File: config.mk
export PLATFORM = sky130hd
export DESIGN_NAME = mul_arbiter
export DESIGN_NICKNAME = d
export VERILOG_FILES = /design/src/rtl/mul_arbiter.sv
export SDC_FILE = /design/constraint.sdc
export NUM_CORES = 1
export LEC_CHECK = 0
export ABC_AREA = 1
export CAP_MARGIN = 20
export CORE_ASPECT_RATIO = 2
export CORE_UTILIZATION = 49
export DETAILED_ROUTE_END_ITERATION = 7
export HOLD_SLACK_MARGIN = 0.08
export PLACE_DENSITY = 0.8
export SYNTH_ARGS = -nofsm -noshare
export SYNTH_HDL_FRONTEND = slang
export SYNTH_SLANG_ARGS = --single-unit
export TNS_END_PERCENT = 5
File: constraint.sdc
create_clock -name clk -period 3.5 [get_ports clk]
set_input_delay 0.875 -clock clk [delete_from_list [all_inputs] [get_ports clk]]
set_output_delay 0.875 -clock clk [all_outputs]
set_load 0.1 [all_outputs]
File: src/rtl/mul_arbiter.sv
// mul_arbiter: two requesters share one combinational 4x4 multiplier.
// Each operation runs IDLE -> LOAD -> CALC -> DONE -> IDLE.
// Optional macro RR_FAIR_EN selects round-robin tie breaking. When it is
// undefined, requester 0 wins every tie.
//
// Handshake: reqN is a level request sampled in IDLE. gntN pulses for the
// single LOAD cycle, and the operands were captured on the edge that entered
// LOAD. The requester must drop reqN after gntN or it is served again. doneN
// pulses for the single DONE cycle, and pro_out is valid from then until the
// next result.

// Shared combinational unsigned 4x4 -> 8 multiplier.
module mul_4x4 (
    input  logic [3:0] a,
    input  logic [3:0] b,
    output logic [7:0] p
);
    // Zero-extend both operands so the full 8-bit product is kept.
    assign p = {4'b0000, a} * {4'b0000, b};
endmodule

module mul_arbiter #(
    parameter int CNT_W = 8
) (
    input  logic             clk,
    input  logic             rst,
    input  logic             req0,
    input  logic [3:0]       x0,
    input  logic [3:0]       y0,
    input  logic             req1,
    input  logic [3:0]       x1,
    input  logic [3:0]       y1,
    output logic             gnt0,
    output logic             gnt1,
    output logic             done0,
    output logic             done1,
    output logic [7:0]       pro_out,
    output logic             busy,
    output logic [CNT_W-1:0] ops_cnt,
    output logic [1:0]       dbg_state
);

    typedef enum logic [1:0] {IDLE, LOAD, CALC, DONE} state_t;

    state_t     state;
    state_t     state_nxt;
    logic [3:0] opa;
    logic [3:0] opb;
    logic       owner;   // 0: requester 0 owns the in-flight operation
    logic       win;     // requester selected if a grant happens this cycle
    logic       start;   // IDLE -> LOAD this cycle
    logic [7:0] prod;

`ifdef RR_FAIR_EN
    logic       last;    // requester served most recently
`endif

    assign dbg_state = state;
    assign start     = (state == IDLE) && (req0 || req1);

    // Arbitration: a single request always wins; a tie goes by configuration.
    always_comb begin
        win = 1'b0;
`ifdef RR_FAIR_EN
        if (req0 && req1)
            win = ~last;
        else
            win = ~req0;
`else
        win = ~req0;
`endif
    end

    // The only multiplier, fed solely from the captured operands.
    mul_4x4 u_mul (
        .a (opa),
        .b (opb),
        .p (prod)
    );

    // State register; asynchronous reset aborts any operation in flight.
    always_ff @(posedge clk or posedge rst) begin
        if (rst)
            state <= IDLE;
        else
            state <= state_nxt;
    end

    // Next-state and the owner's grant/done pulses.
    always_comb begin
        state_nxt = state;
        gnt0      = 1'b0;
        gnt1      = 1'b0;
        done0     = 1'b0;
        done1     = 1'b0;
        busy      = (state != IDLE);
        case (state)
            IDLE: begin
                if (req0 || req1)
                    state_nxt = LOAD;
            end
            LOAD: begin
                gnt0      = ~owner;
                gnt1      = owner;
                state_nxt = CALC;
            end
            CALC: begin
                state_nxt = DONE;
            end
            DONE: begin
                done0     = ~owner;
                done1     = owner;
                state_nxt = IDLE;
            end
            default: begin
                state_nxt = IDLE;
            end
        endcase
    end

    // Operand capture, result register and completion counter.
    always_ff @(posedge clk or posedge rst) begin
        if (rst) begin
            opa     <= 4'd0;
            opb     <= 4'd0;
            owner   <= 1'b0;
            pro_out <= 8'd0;
            ops_cnt <= '0;
`ifdef RR_FAIR_EN
            last    <= 1'b1;
`endif
        end else begin
            if (start) begin
                opa   <= win ? x1 : x0;
                opb   <= win ? y1 : y0;
                owner <= win;
`ifdef RR_FAIR_EN
                last  <= win;
`endif
            end
            if (state == CALC)
                pro_out <= prod;
            if (state == DONE)
                ops_cnt <= ops_cnt + CNT_W'(1);
        end
    end

endmodule

# Word level (Yosys, flattened, before mapping)
# Cells that the tools add are included.
[totals]
register_bits = 27
in_bits = 20
output_inout_bits = 23
wordCells = 26
[op_classes]
add_sub_neg = 1
n_mul = 1
eq_ne = 4
muxes = 8
bitwise = 2
n_reduce_logical = 4
[op_table]
columns = ["cell", "count"]
rows = [
  ["$add 8x1->8 const B", 1],
  ["$mul 4x4->8", 1],
  ["$mux 4", 2],
  ["$pmux 2 s4", 1],
  ["$eq 2x2->1 const B", 2],
  ["$mux 1", 4],
  ["$eq 2x1->1 const B", 1],
  ["$logic_not 2->1", 1],
  ["$mux 2", 1],
  ["$ne 2x1->1 const B", 1],
  ["$not 1->1", 2],
  ["$reduce_bool 2->1", 1],
  ["$logic_and 1x1->1", 1],
  ["$logic_or 1x1->1", 1],
]

# Depth between registers and ports, before layout
# Gate-level depths: netlist of run 1.
[depth]
ltp_word = 3
depth_mapped = 12
ltp_nobuf = 12

# By module
# A second synthesis of run 1 with hierarchy kept.
[hier_totals]
hier_cells = 223
area_unflattened_um2 = 1780.5
[by_module_without_submodules]
columns = ["mod", "n_inst", "cells_each", "area_each_um2", "seq_area_each_um2"]
rows = [
  ["mul_arbiter", 1, 153, 1312.5, 675.6],
  ["mul_4x4", 1, 70, 467.9, 0.0],
]

# Least setup slack after synthesis of run 1
# No wires, ideal clock.
[synth_timing]
path_kind = "reg2out"
from = "reg state[1], in the netlist dbg_state[1]"
to = "out done0"
arrival_time_ns = 2.705
t_required_ns = 2.625
setup_slack_ns = -0.080
path_stages_with_launch = 4
path_buffers = 0
cell_sequence = "dfrtp_1 ha_1 inv_1 nor2_1"
[synth_between]
elab_chain_cells = 2
[synth_lines]
columns = ["item", "line", "rtl"]
rows = [
  ["start: declaration", "45", "state_t state;"],
  ["start signal: assignment", "86", "state <= state_nxt;"],
  ["$eq 2x2->1", "97", "case (state)"],
  ["$mux 1", "97", ""],
  ["end: declaration", "35", "output logic done0,"],
]
# No other way between the ends.

# Final worst setup path of run 1
[layout_timing]
from = "reg opa[0]"
to = "reg pro_out[6]"
[layout_between]
elab_chain_cells = 1
[layout_lines]
columns = ["item", "line", "rtl"]
rows = [
  ["start: declaration", "47", "logic [3:0] opa;"],
  ["start signal: assignment", "134", "opa <= win ? x1 : x0;"],
  ["$mul 4x4->8", "19", "assign p = {4'b0000, a} * {4'b0000, b};"],
  ["end signal: assignment", "142", "pro_out <= prod;"],
  ["end: declaration", "37", "output logic [7:0] pro_out,"],
]
# No other way between the ends.
# A chain may end at the register's enable or synchronous reset.

==> summary.md, run 1 <==
| Metric | Value |
|---|---|
| Share of layout cells above drive strength 1 | `about an eighth` |
| Reg2reg start | `opa[0]$_DFFE_PP0P_` |
| Slew margin rel. | `between 70% and 80%` |
| Starting Density | `52.5%` |
| FF/Latch Area | `around 680 um2` |
| Hold path start | `pro_out[3]$_DFFE_PP0P_` |
| #FFs+latches synth | `27` |
| Critical Path Max Stage Delay | `~540 ps` |
| Outcome | `complete, but fails checks` |
| WP data required | `about 3700 ps` |
| First-pass GRT wire length | `6050 um` |
| Total number of vias | `around 1500` |
| Area occupied by multi-input gates | `about 880 um2` |
| Area after DPL | `0.00210 mm2` |
| Final Max Slew Viols | `0` |
| Net count, final | `~300` |
| Clock Skew | `around 4.5 ps` |
| Fill cells | `roughly 290` |
| Global route overflow | `0` |
| Distinct cell type count after synthesis | `21` |
| Layout area overhead | `26.5%` |
| Routability Congestion | `roughly 0.86` |
| Crit path capture type | `flop` |
| Clock Sinks | `27` |
| Post_cts resized | `0` |
| Failing checks | `design-rule violations` |
| Arr. time, crit path | `roughly 2800 ps` |
| Clock Root Buffer | `clkbuf_8` |
| Die height | `roughly 85 um` |
| Antenna violations before repair | `0` |
| Most common cell after layout, fill and taps aside | `nand2_1` |
| Die Area | `approximately 0.0037 mm2` |
| Hold Path Class | `reg2reg` |
| Yosys warning count | `0` |
| CP startpoint | `opa[0]$_DFFE_PP0P_` |
| Setup_tns | `0 ps` |
| CTS tree | `built` |
| Clk slew on worst S/H paths | `around 90 ps` |
| TritonRoute pass-1 iters | `6` |
| Vias per cell | `5.16` |
| Input/output buffers | `between 40 and 50` |
| Antenna Violating Nets Remaining | `0` |
| Worst-Skew Late Latency | `between 200 and 300 ps` |
| F_max | `0.381 GHz` |
| Post-synthesis cell count | `214` |
| Cell area after synthesis | `around 0.0017 mm2` |
| Worst Setup Start Kind | `flop` |
| Final hold violations | `0` |
| Setup bufs post-CTS | `0` |
| Tcrit/Tclk final | `between 70% and 80%` |
| Commonest cells after routing, fill and taps aside | `nand2_1, inv_1, dfrtp_1` |
| Peak fanout along the critical path | `5` |
| Top-level I/O count | `between 40 and 50` |
| Hpwl dp | `between 2000 and 3000 um` |
| Vias in the first global route | `between 1000 and 1500` |
| Endpoints failing setup | `0` |
| Total nets after synthesis | `roughly 260` |
| CORE AREA | `between 0.003 and 0.004 mm2` |
| DRC viols | `1` |
| Sequential cell area fraction in the yosys report | `39.8%` |
| Fin crit period | `2620 ps` |
| GRT Overall Usage | `a little over a fifth` |
| CTS buffer count | `3` |
| Worst slew pin tran | `roughly 360 ps` |
| Antenna Cells | `0` |
| Site Rows | `29` |
| Critical path class | `reg2reg` |
| RSZ-0062 raised after global routing | `false` |
| Clock tree buffer depth | `2` |
| Final instance area | `approximately 0.0021 mm2` |
| Syn_area_per_cell | `7.93 um2` |
| H-tree lvl count | `1` |
| Largest net degree at the start of global routing | `28` |
| DRT Wirelength | `around 3500 um` |
| Max_cap viols | `0` |
| Slowest-stage cell, CP | `fa_1` |
| Wire length per cell | `approximately 12 um` |
| Worst path most repeated cell | `nand2_1` |
| Horiz. Die Dim | `43.6 um` |
| Starting DRT DRC Count | `29` |
| Hold-fix buffers, CTS | `0` |
| Cell Chain, Critical Path | `nand2_1, fa_1, inv_1, fa_1, fa_1, nand2_1, a21oi_1, nor2_1, nand2_1, nand3_1, nand2_1` |
[flip-flops by register name, summed over array words and instances (netlist names)]
| register | flops |
|---|---|
| opb | 4 |
| dbg_state | 2 |
| ops_cnt | 8 |
| pro_out | 8 |
| opa | 4 |
| owner | 1 |
[cells by family (layout without fill, tap and decap cells)]
kind of cell	count (synthesis)	in the layout	share of synthesized area, %
DFF	27	27	39.8
adders and majority gates	21	21	17.3
AOI/OAI and AO/OA	19	19	6.49
buffers and inverters	37	82	8.41
and+or+nand+nor	104	104	24.9
xor gates and xnor gates	6	6	3.10
[layer usage]
| layer | share of wire, % | track usage (%) | up-vias |
|---|---|---|---|
| met5 | 0 | 0 | - |
| met3 | 3.3 | 2.13 | 10 |
| met1 | 35 | 20.2 | 696 |
| li1 | - | - | 750 |
| met2 | 59 | 42.2 | 41 |
| met4 | 3.0 | 10.8 | 0 |
[through the flow]
stage	setup WS [ps]	hold slack [ps]	std cells	util [%]
after CTS	872	484	290	66.5
after global placement	944	462	286	65.1
after floorplan	97.1	532	214	-
final	879	481	290	66.5
after detailed placement	880	460	286	65.1
after global routing	665	518	290	66.5
[final timing paths]
kind | to | slack (ps) | cells past startpoint
max | pro_out[6]$_DFFE_PP0P_ | 880 | 11
min | pro_out[3]$_DFFE_PP0P_ | 480 | 2
max reg2reg | pro_out[6]$_DFFE_PP0P_ | 880 | 11
min reg2reg | pro_out[3]$_DFFE_PP0P_ | 480 | 2
max in group asynchronous | opa[3]$_DFFE_PP0P_ | 2280 | 3
min in group asynchronous | ops_cnt[7]$_DFFE_PP0N_ | 960 | 3
[critical path: cells and delay by family, from the launching register on]
family	cells	cell delay, ps
compound gates	1	70
flops	1	420
fa+ha+maj	3	1520
simple gates	6	460
buf+inv	1	50
[synthesized netlist by cell type]
library cell | number | area share (%)
a31oi_1 | 8 | 2.9
a21oi_1 | 5 | 1.5
a21boi_0 | 1 | 0.44
nand2_1 | 71 | 16
o21ai_0 | 4 | 1.2
inv_1 | 33 | 7.3
ha_1 | 17 | 13
xnor2_1 | 1 | 0.52
nor2_1 | 20 | 4.4
nor3b_2 | 1 | 0.74
nor3_1 | 1 | 0.29
nand2_2 | 1 | 0.37
nand4_1 | 1 | 0.37
nor2_4 | 1 | 0.66
fa_1 | 4 | 4.7
nand3_1 | 8 | 2.4
dfrtp_1 | 27 | 40
clkinv_1 | 1 | 0.22
xor2_1 | 5 | 2.6
a22oi_1 | 1 | 0.44
buf_2 | 3 | 0.88
[area by class of cell]
class,count,area share [%]
multi-input cells,150,41.0
flip-flops and latches,27,31.5
repair buffers,44,17.6
inverters,34,5.94
clock buffers,3,1.92
well taps,31,1.81
clock inverters,1,0.233
Power of run 1 is not shown: default switching activity piles up to over one toggle a cycle in this logic, so the estimate is an artifact.
==> run 2: changes to the inputs <==
CORE_UTILIZATION = 44   (was 49)
PLACE_DENSITY = 0.76   (was 0.8)
clock period = 2.4 ns   (was 3.5 ns; I/O delays follow)
==> run 2 against run 1 <==
Compared with the run above:
- the flow now finishes without violations
- flip-flop and latch count stayed put
- first-iteration DRC count stayed put
- clock-buffer cell count is 1 higher
- sequential share of layout area is 2.7 points lower
- register-to-register slack worse by 830 ps
- clock skew is 2.4 ps lower
- final cell count is 9.0% higher
- non-clock buffer count is 8 higher
==> summary.md, run 2 (synthesized netlist as in run 1, its figures left out) <==
| Metric | Value |
|---|---|
| Outcome | `finished clean` |
| GRT Overall Usage | `21.4%` |
| First-pass GRT wire length | `6600 um` |
| CTS buffer count | `3` |
| Antenna violations before repair | `0` |
| Largest registers | `ops_cnt x8, pro_out x8` |
| Final hold violations | `0` |
| Input/output buffers | `42` |
| Antenna Cells | `0` |
| CORE AREA | `roughly 0.0036 mm2` |
| Layout area overhead | `38.2%` |
| H-tree lvl count | `1` |
| Starting DRT DRC Count | `29` |
| Die height | `89.8 um` |
| Peak fanout along the critical path | `2` |
| Hold WS | `between 400 and 500 ps` |
| Commonest cells after routing, fill and taps aside | `nand2_1, inv_1, buf_4` |
| Max_cap viols | `0` |
| Critical path class | `reg2reg` |
| Clock Sinks | `27` |
| Final Max Slew Viols | `0` |
| GR peak layer | `met2` |
| F_max | `around 0.43 GHz` |
| Horiz. Die Dim | `approximately 46 um` |
| Vias in the first global route | `approximately 1600` |
| Hpwl dp | `between 3000 and 4000 um` |
| Arr. time, crit path | `2530 ps` |
| Wire length per cell | `between 10 and 15 um` |
| GR Util met2 | `~41%` |
| Antenna Violating Nets Remaining | `0` |
| Worst-Skew Late Latency | `between 200 and 300 ps` |
| Fill cells | `between 300 and 400` |
| Die Area | `roughly 0.004 mm2` |
| Site Rows | `31` |
| Tcrit/Tclk final | `97.9%` |
| Crit path capture type | `flop` |
| Total number of vias | `between 1500 and 2000` |
| Largest net degree at the start of global routing | `28` |
| RSZ-0062 raised after global routing | `true` |
| Worst Setup Start Kind | `flop` |
| Clock Root Buffer | `clkbuf_8` |
| Starting Density | `a little under half` |
| Endpoints failing setup | `0` |
| DRT Wirelength | `about 3900 um` |
| Hold-fix buffers, CTS | `0` |
| Clock tree buffer depth | `2` |
| Net count, final | `309` |
| Fin crit period | `around 2300 ps` |
| Setup_tns | `0 ps` |
| CTS tree | `built` |
| Most common cell after layout, fill and taps aside | `nand2_1` |
| Share of layout cells above drive strength 1 | `18.7%` |
| Final Util | `between 60% and 70%` |
| WP data required | `2580 ps` |
| GR Util met1 | `~20%` |
| DRC viols | `0` |
| Met3 usage | `around 2.0%` |
| Worst slew pin tran | `roughly 370 ps` |
| Slew margin rel. | `between 70% and 80%` |
| Clock Skew | `slightly above 2 ps` |
| Clk slew on worst S/H paths | `about 90 ps` |
| Final instance area | `0.00234 mm2` |
| Routability Congestion | `0.883` |
| Top-level I/O count | `43` |
| Vias per cell | `just under 5` |
| Hold Path Class | `reg2reg` |
| Global route overflow | `0` |
| Area after DPL | `around 0.0023 mm2` |
| TritonRoute pass-1 iters | `4` |
[run 2: metal layers]
layer	routed length [um]	vias up
met5	0	-
met4	85	0
met3	103	7
met2	2420	34
met1	1340	755
li1	-	769
[run 2: area by class of cell]
| type | instances | area [um2] | share of cell area [%] |
|---|---|---|---|
| Clock buffer | 4 | 45.0 | 1.92 |
| Inverter | 34 | 128 | 5.44 |
| Multi-Input combinational cell | 150 | 935 | 39.9 |
| Sequential cell | 27 | 676 | 28.8 |
| Tap cell | 49 | 61.3 | 2.61 |
| Timing Repair Buffer | 52 | 500 | 21.3 |
[run 2: path summary, 6_finish.rpt]
| kind | cells past startpoint | end | slack, ps | from |
|---|---|---|---|---|
| setup / recovery | 11 | pro_out[6]$_DFFE_PP0P_ | 50 | opa[2]$_DFFE_PP0P_ |
| hold / removal | 2 | pro_out[1]$_DFFE_PP0P_ | 490 | pro_out[1]$_DFFE_PP0P_ |
| setup reg to reg | 11 | pro_out[6]$_DFFE_PP0P_ | 50 | opa[2]$_DFFE_PP0P_ |
| hold reg to reg | 2 | pro_out[1]$_DFFE_PP0P_ | 490 | pro_out[1]$_DFFE_PP0P_ |
| max in group asynchronous | 3 | opa[3]$_DFFE_PP0P_ | 1470 | rst |
| min in group asynchronous | 3 | pro_out[2]$_DFFE_PP0P_ | 670 | rst |
[run 2: per-stage QoR]
stage                     cells  setup WS [ps]
final                       316           50.3
after global placement      311          -78.8
after global routing        316          -91.4
after CTS                   316           1.67
after floorplan             214           -226
after detailed placement    311           -124
[run 2: worst max-delay path, cell delays in order, from the launching register on]
cell and delay, ps:
dfrtp_1 370, nand2_2 70, fa_1 540, inv_2 40, fa_2 450, fa_2 380, nand2_2 80, a21oi_2 60
nor2_1 90, nand2_1 50, nand3_1 70, nand2_1 50
[run 2: timing repair]
item	in CTS	in global routing
buffers inserted	1	0
gates resized for setup	4	7
gates cloned	0	0
pin swaps	6	2
setup endpoints to repair	3	4
Power of run 2 is left out for the same reason.
==> run 3: changes to the inputs <==
CAP_MARGIN = default   (was 20)
CORE_MARGIN = 2   (was default)
==> run 3 against run 2 <==
Compared with the run above:
- core utilization is 1.9 points lower
- register-to-register slack worse by 40 ps
- setup slack worse by 37 ps
- die area is 6.7% higher
- hold slack worse by 2.8 ps
- final cell count is 0.32% higher
- fmax is 1.5% lower
- global-route usage is 3.0 points lower
- critical path type unchanged
- critical path depth stayed put
==> summary.md, run 3 (synthesized netlist as in run 1, its figures left out) <==
| Metric | Value |
|---|---|
| DRT Wirelength | `about 3500 um` |
| Final Util | `between 60 and 70%` |
| Total number of vias | `about 1500` |
| Site Rows | `32` |
| Hpwl dp | `2830 um` |
| Worst Setup Start Kind | `flop` |
| Antenna Cells | `0` |
| Crit path capture type | `flop` |
| Final hold violations | `0` |
| Layout area overhead | `38.3%` |
| Outcome | `finished clean` |
| Antenna violations before repair | `0` |
| Commonest cells after routing, fill and taps aside | `nand2_1, inv_1, dfrtp_1, buf_4, clkdlybuf4s50_1` |
| Largest registers | `ops_cnt x8, pro_out x8` |
| Die height | `about 90 um` |
| Global route overflow | `0` |
| CTS buffer count | `3` |
| Arr. time, crit path | `2560 ps` |
| Hold Path Class | `reg2reg` |
| Setup_tns | `0 ps` |
| Fill cells | `357` |
| Slowest-stage cell, CP | `fa_1` |
| Input/output buffers | `42` |
| Area after DPL | `roughly 0.0022 mm2` |
| Reg2reg start | `opb[1]$_DFFE_PP0P_` |
| WP data required | `2570 ps` |
| GRT Overall Usage | `18.5%` |
| DRC viols | `0` |
| Cell Chain, Critical Path | `nand2_2, fa_1, inv_1, fa_2, fa_2, nand2_2, a21oi_2, nor2_1, nand2_1, nand3_1, nand2_1` |
| CP startpoint | `opb[1]$_DFFE_PP0P_` |
| Slew margin rel. | `approximately three quarters` |
| Hold-fix buffers, CTS | `0` |
| CTS tree | `built` |
| Vias per cell | `around 4.8` |
| GR peak layer | `met2` |
| Endpoints failing setup | `0` |
| Final Max Slew Viols | `0` |
| Fin crit period | `approximately 2400 ps` |
| Hold WS | `~480 ps` |
| Clock Root Buffer | `clkbuf_8` |
| Final instance area | `0.00235 mm2` |
| TritonRoute pass-1 iters | `4` |
| Clk slew on worst S/H paths | `about 100 ps` |
| Clock tree buffer depth | `2` |
| Critical Path Max Stage Delay | `530 ps` |
| Worst slew pin tran | `385 ps` |
| Top-level I/O count | `43` |
| H-tree lvl count | `1` |
| Peak fanout along the critical path | `2` |
| Vias in the first global route | `roughly 1600` |
| Most common cell after layout, fill and taps aside | `nand2_1` |
| CP Buf/Inv Count | `1` |
| GR Util met2 | `35.3%` |
| Hold path start | `pro_out[1]$_DFFE_PP0P_` |
| Critical path class | `reg2reg` |
| Share of layout cells above drive strength 1 | `approximately a fifth` |
| RSZ-0062 raised after global routing | `true` |
| Wire length per cell | `between 10 and 15 um` |
| Clock Skew | `4.58 ps` |
| CORE AREA | `between 0.003 and 0.004 mm2` |
| CP top delay family | `adder cells` |
| Clock Sinks | `27` |
| Horiz. Die Dim | `about 48 um` |
| Net count, final | `between 300 and 400` |
| F_max | `0.419 GHz` |
| Routability Congestion | `~0.84` |
| Largest net degree at the start of global routing | `28` |
| Max_cap viols | `0` |
| GR Util met1 | `between 10% and 20%` |
| Starting DRT DRC Count | `16` |
| Met3 usage | `2.36%` |
| Starting Density | `a little under half` |
| Die Area | `~0.0044 mm2` |
| Antenna Violating Nets Remaining | `0` |
| First-pass GRT wire length | `approximately 6100 um` |
| Tcrit/Tclk final | `99.4%` |
| Worst-Skew Late Latency | `about 270 ps` |
run 3: per-layer routing:
metal / vias to the layer above / wire length (um)
met5: - / 0
met4: 0 / 68
met3: 8 / 127
met2: 41 / 2030
met1: 699 / 1290
li1: 769 / -
run 3: worst register-to-register path, cell delays in order, from the launching register on:
cell and delay, ps:
dfrtp_1 370, nand2_2 70, fa_1 530, inv_1 50
fa_2 450, fa_2 390, nand2_2 90, a21oi_2 60
nor2_1 90, nand2_1 50, nand3_1 70, nand2_1 60
run 3: timing repair:
item,4_1_cts,5_1_grt
setup endpoints to repair,3,4
pin swaps,7,1
gates resized for setup,4,7
setup buffers,1,0
gates cloned,0,0
run 3: final timing paths:
path	to	slack [ps]	cells past startpoint
max	pro_out[6]$_DFFE_PP0P_	10	11
min in group asynchronous	pro_out[4]$_DFFE_PP0P_	670	3
min reg2reg	pro_out[1]$_DFFE_PP0P_	480	2
min	pro_out[1]$_DFFE_PP0P_	480	2
max in group asynchronous	opa[2]$_DFFE_PP0P_	1470	3
max reg2reg	pro_out[6]$_DFFE_PP0P_	10	11
run 3: layout make-up:
class	instances	area, um2	area share (%)
inverter	34	128	5.44
multi-input combinational	150	938	40.0
sequential	27	676	28.8
timing repair buffer	51	493	21.0
clock inverter	1	7.51	0.320
tap	51	63.8	2.72
clock buffer	3	41.3	1.76
run 3: through the flow:
stage	setup WS [ps]	instances
after floorplan	-226	214
after global placement	-70.9	312
after detailed placement	-189	312
after global routing	-142	317
after CTS	-42.2	317
final	13.5	317
Power of run 3 is left out for the same reason.
==> RTL change: new RTL, settings of run 2 <==
`CNT_W`: 8 -> 6.
--- a/src/rtl/mul_arbiter.sv
+++ b/src/rtl/mul_arbiter.sv
@@ -20,7 +20,7 @@
 endmodule
 
 module mul_arbiter #(
-    parameter int CNT_W = 8
+    parameter int CNT_W = 6
 ) (
     input  logic             clk,
     input  logic             rst,
Interface: changed (resized ops_cnt); port bits go from 43 to 41. The function was not compared with the original's and may differ.
==> RTL change against run 2 <==
  * Area after synthesis shrank 4.1%
  * Wire length shrank 15%
  * The run now ends with setup timing left
  * Setup slack lost 0.072 ns
  * Sequential cell count shrank 2
  * Critical endpoint is now pro_out[7]$_DFFE_PP0P_
  * Count of clock-buffer cells in the layout is the same
  * Final area shrank 2.9%
  * Worst hold slack lost 0.0092 ns
Power is not shown: default switching activity piles up to over one toggle a cycle in this logic, so the estimate is an artifact.
==> RTL change: results (changes against run 2) <==
[outcome]
status=finished with violations
violations=setup timing

[placed_design]
placed_area_sq_mm=0.00217  ; -3.8%
place_ws_ns=-0.111  ; +0.0128 ns
placement.io_buffers=40  ; -4.8%
hpwl_mm=2.69  ; -14%
gp_congestion=0.855  ; -3.1%

[sta]
relSlewSlack=0.757  ; +0.00581
setup_viol=2  ; +2
clock_skew_ns=0.00182  ; -0.000202 ns
fin_ws_ns=-0.0219  ; -0.0722 ns
finalSetupTns_ns=-0.0223  ; -0.0223 ns

[critical_path]
slowest_stage=fa_1
rr_worst_depth=13  ; +2
worstPathArrival_ns=2.59  ; +0.06 ns
r2r-end=pro_out[7]$_DFFE_PP0P_
r2r_start=opb[3]$_DFFE_PP0P_
slowest_delay_ns=0.53
crit_family=adder cells

[detailed_routing]
drt-initial-drc-count=26  ; -10%
drt_pass1_iterations=4  ; unchanged
wl_per_cell_um=11.3  ; -9.5%
routed_via_density=4.72  ; -4.7%

[global_route]
use_met3=0.0124  ; -0.00771
grt_pass1_wl_mm=5.69  ; -14%
grt_pass1_vias=1409  ; -12%
use_met1=0.187  ; -0.0110
met2_usage=0.389  ; -0.0233
grt_max_degree=26  ; -7.1%
grt_use_total=0.194  ; -0.0201

[layout]
antennaDiodeCount=0  ; unchanged
fin_nets=292  ; -5.5%
top_regs=pro_out x8, ops_cnt x6
layout-drive-gt1-share=0.232  ; +0.0447

[worst_hold_path]
worstHoldPathCells=2  ; unchanged
min_from=pro_out[2]$_DFFE_PP0P_
min_to=pro_out[2]$_DFFE_PP0P_

[cts]
cts_root_buffer=clkbuf_8
cts_buffers=3  ; unchanged
clk_latency_ns=0.27
clkTransAtPathRegs_ns=0.09  ; about the same
cts.htree.levels=1  ; unchanged
clock_path_buffers=2  ; unchanged

[yosys]
ys_seq_area_frac=0.385  ; -0.0136
ys_types=24  ; +14%
synth_common_cells=65 x nand2_1, 28 x inv_1, 25 x dfrtp_1
synth_area_leaders=dfrtp_1 38%, nand2_1 15%, ha_1 13%
synthArstFlopShare=1.00  ; unchanged
synth_nets=239  ; -6.3%

[RTL change: cell types whose count changed in the layout (fill, tap and decap cells not counted), moves of 5 or more]
cell	before	now
nand2_1	68	62
inv_1	32	27
inv_2	1	6
nor2_1	18	13
[RTL change: kinds of logic after synthesis]
family                   share of synthesized area
AND/OR/NAND/NOR                              0.257
buffers and inverters                       0.0892
flip-flops                                   0.385
adder cells (fa/ha/maj)                      0.180
AO/OA/AOI/OAI                               0.0623
XOR/XNOR                                    0.0269
[RTL change: cell type report]
| type | instances | area [sq um] |
|---|---|---|
| clock buffer | 4 | 45.0 |
| fill | 308 | 1180 |
| inverter | 33 | 124 |
| multi-input combinational | 137 | 925 |
| sequential | 25 | 626 |
| tap | 48 | 60.1 |
| timing repair buffer | 51 | 497 |
[RTL change: worst max path at each step]
stage	start	to	slack [ns]	cells past startpoint
after floorplan	dbg_state[1]$_DFFE_PP0P_	done1	-0.20	3
after global placement	opa[0]$_DFFE_PP0P_	pro_out[7]$_DFFE_PP0P_	-0.06	13
after detailed placement	opa[0]$_DFFE_PP0P_	pro_out[6]$_DFFE_PP0P_	-0.11	11
after CTS	opb[1]$_DFFE_PP0P_	pro_out[7]$_DFFE_PP0P_	-0.01	13
after global routing	opb[3]$_DFFE_PP0P_	pro_out[6]$_DFFE_PP0P_	-0.13	11
final	opb[3]$_DFFE_PP0P_	pro_out[7]$_DFFE_PP0P_	-0.02	13
[RTL change: per-stage QoR]
step | cells | utilization | hold WS (ns)
2_1_floorplan | 198 | - | 0.532
3_3_place_gp | 293 | 0.627 | 0.456
3_5_place_dp | 293 | 0.627 | 0.460
4_1_cts | 298 | 0.649 | 0.481
5_1_grt | 298 | 0.659 | 0.513
6_report | 298 | 0.659 | 0.476
[RTL change: metal layers]
layer  vias to the layer above  share of wire
li1                        721              -
met1                       644           0.34
met2                        34           0.61
met3                         7          0.022
met4                         0          0.021
met5                         -              0
[RTL change: what timing repair did]
| item | in CTS | in global routing |
|---|---|---|
| resized for setup | 5 | 8 |
| hold buffers | 0 | 0 |
| endpoints found under the setup margin | 3 | 4 |
| buffers inserted | 1 | 0 |
| pin swaps | 3 | 5 |
[RTL change: worst min-delay path: stages (launching register included)]
cell     delay, ns
dfrtp_1       0.35
nand2_1       0.05
nand2_1       0.05
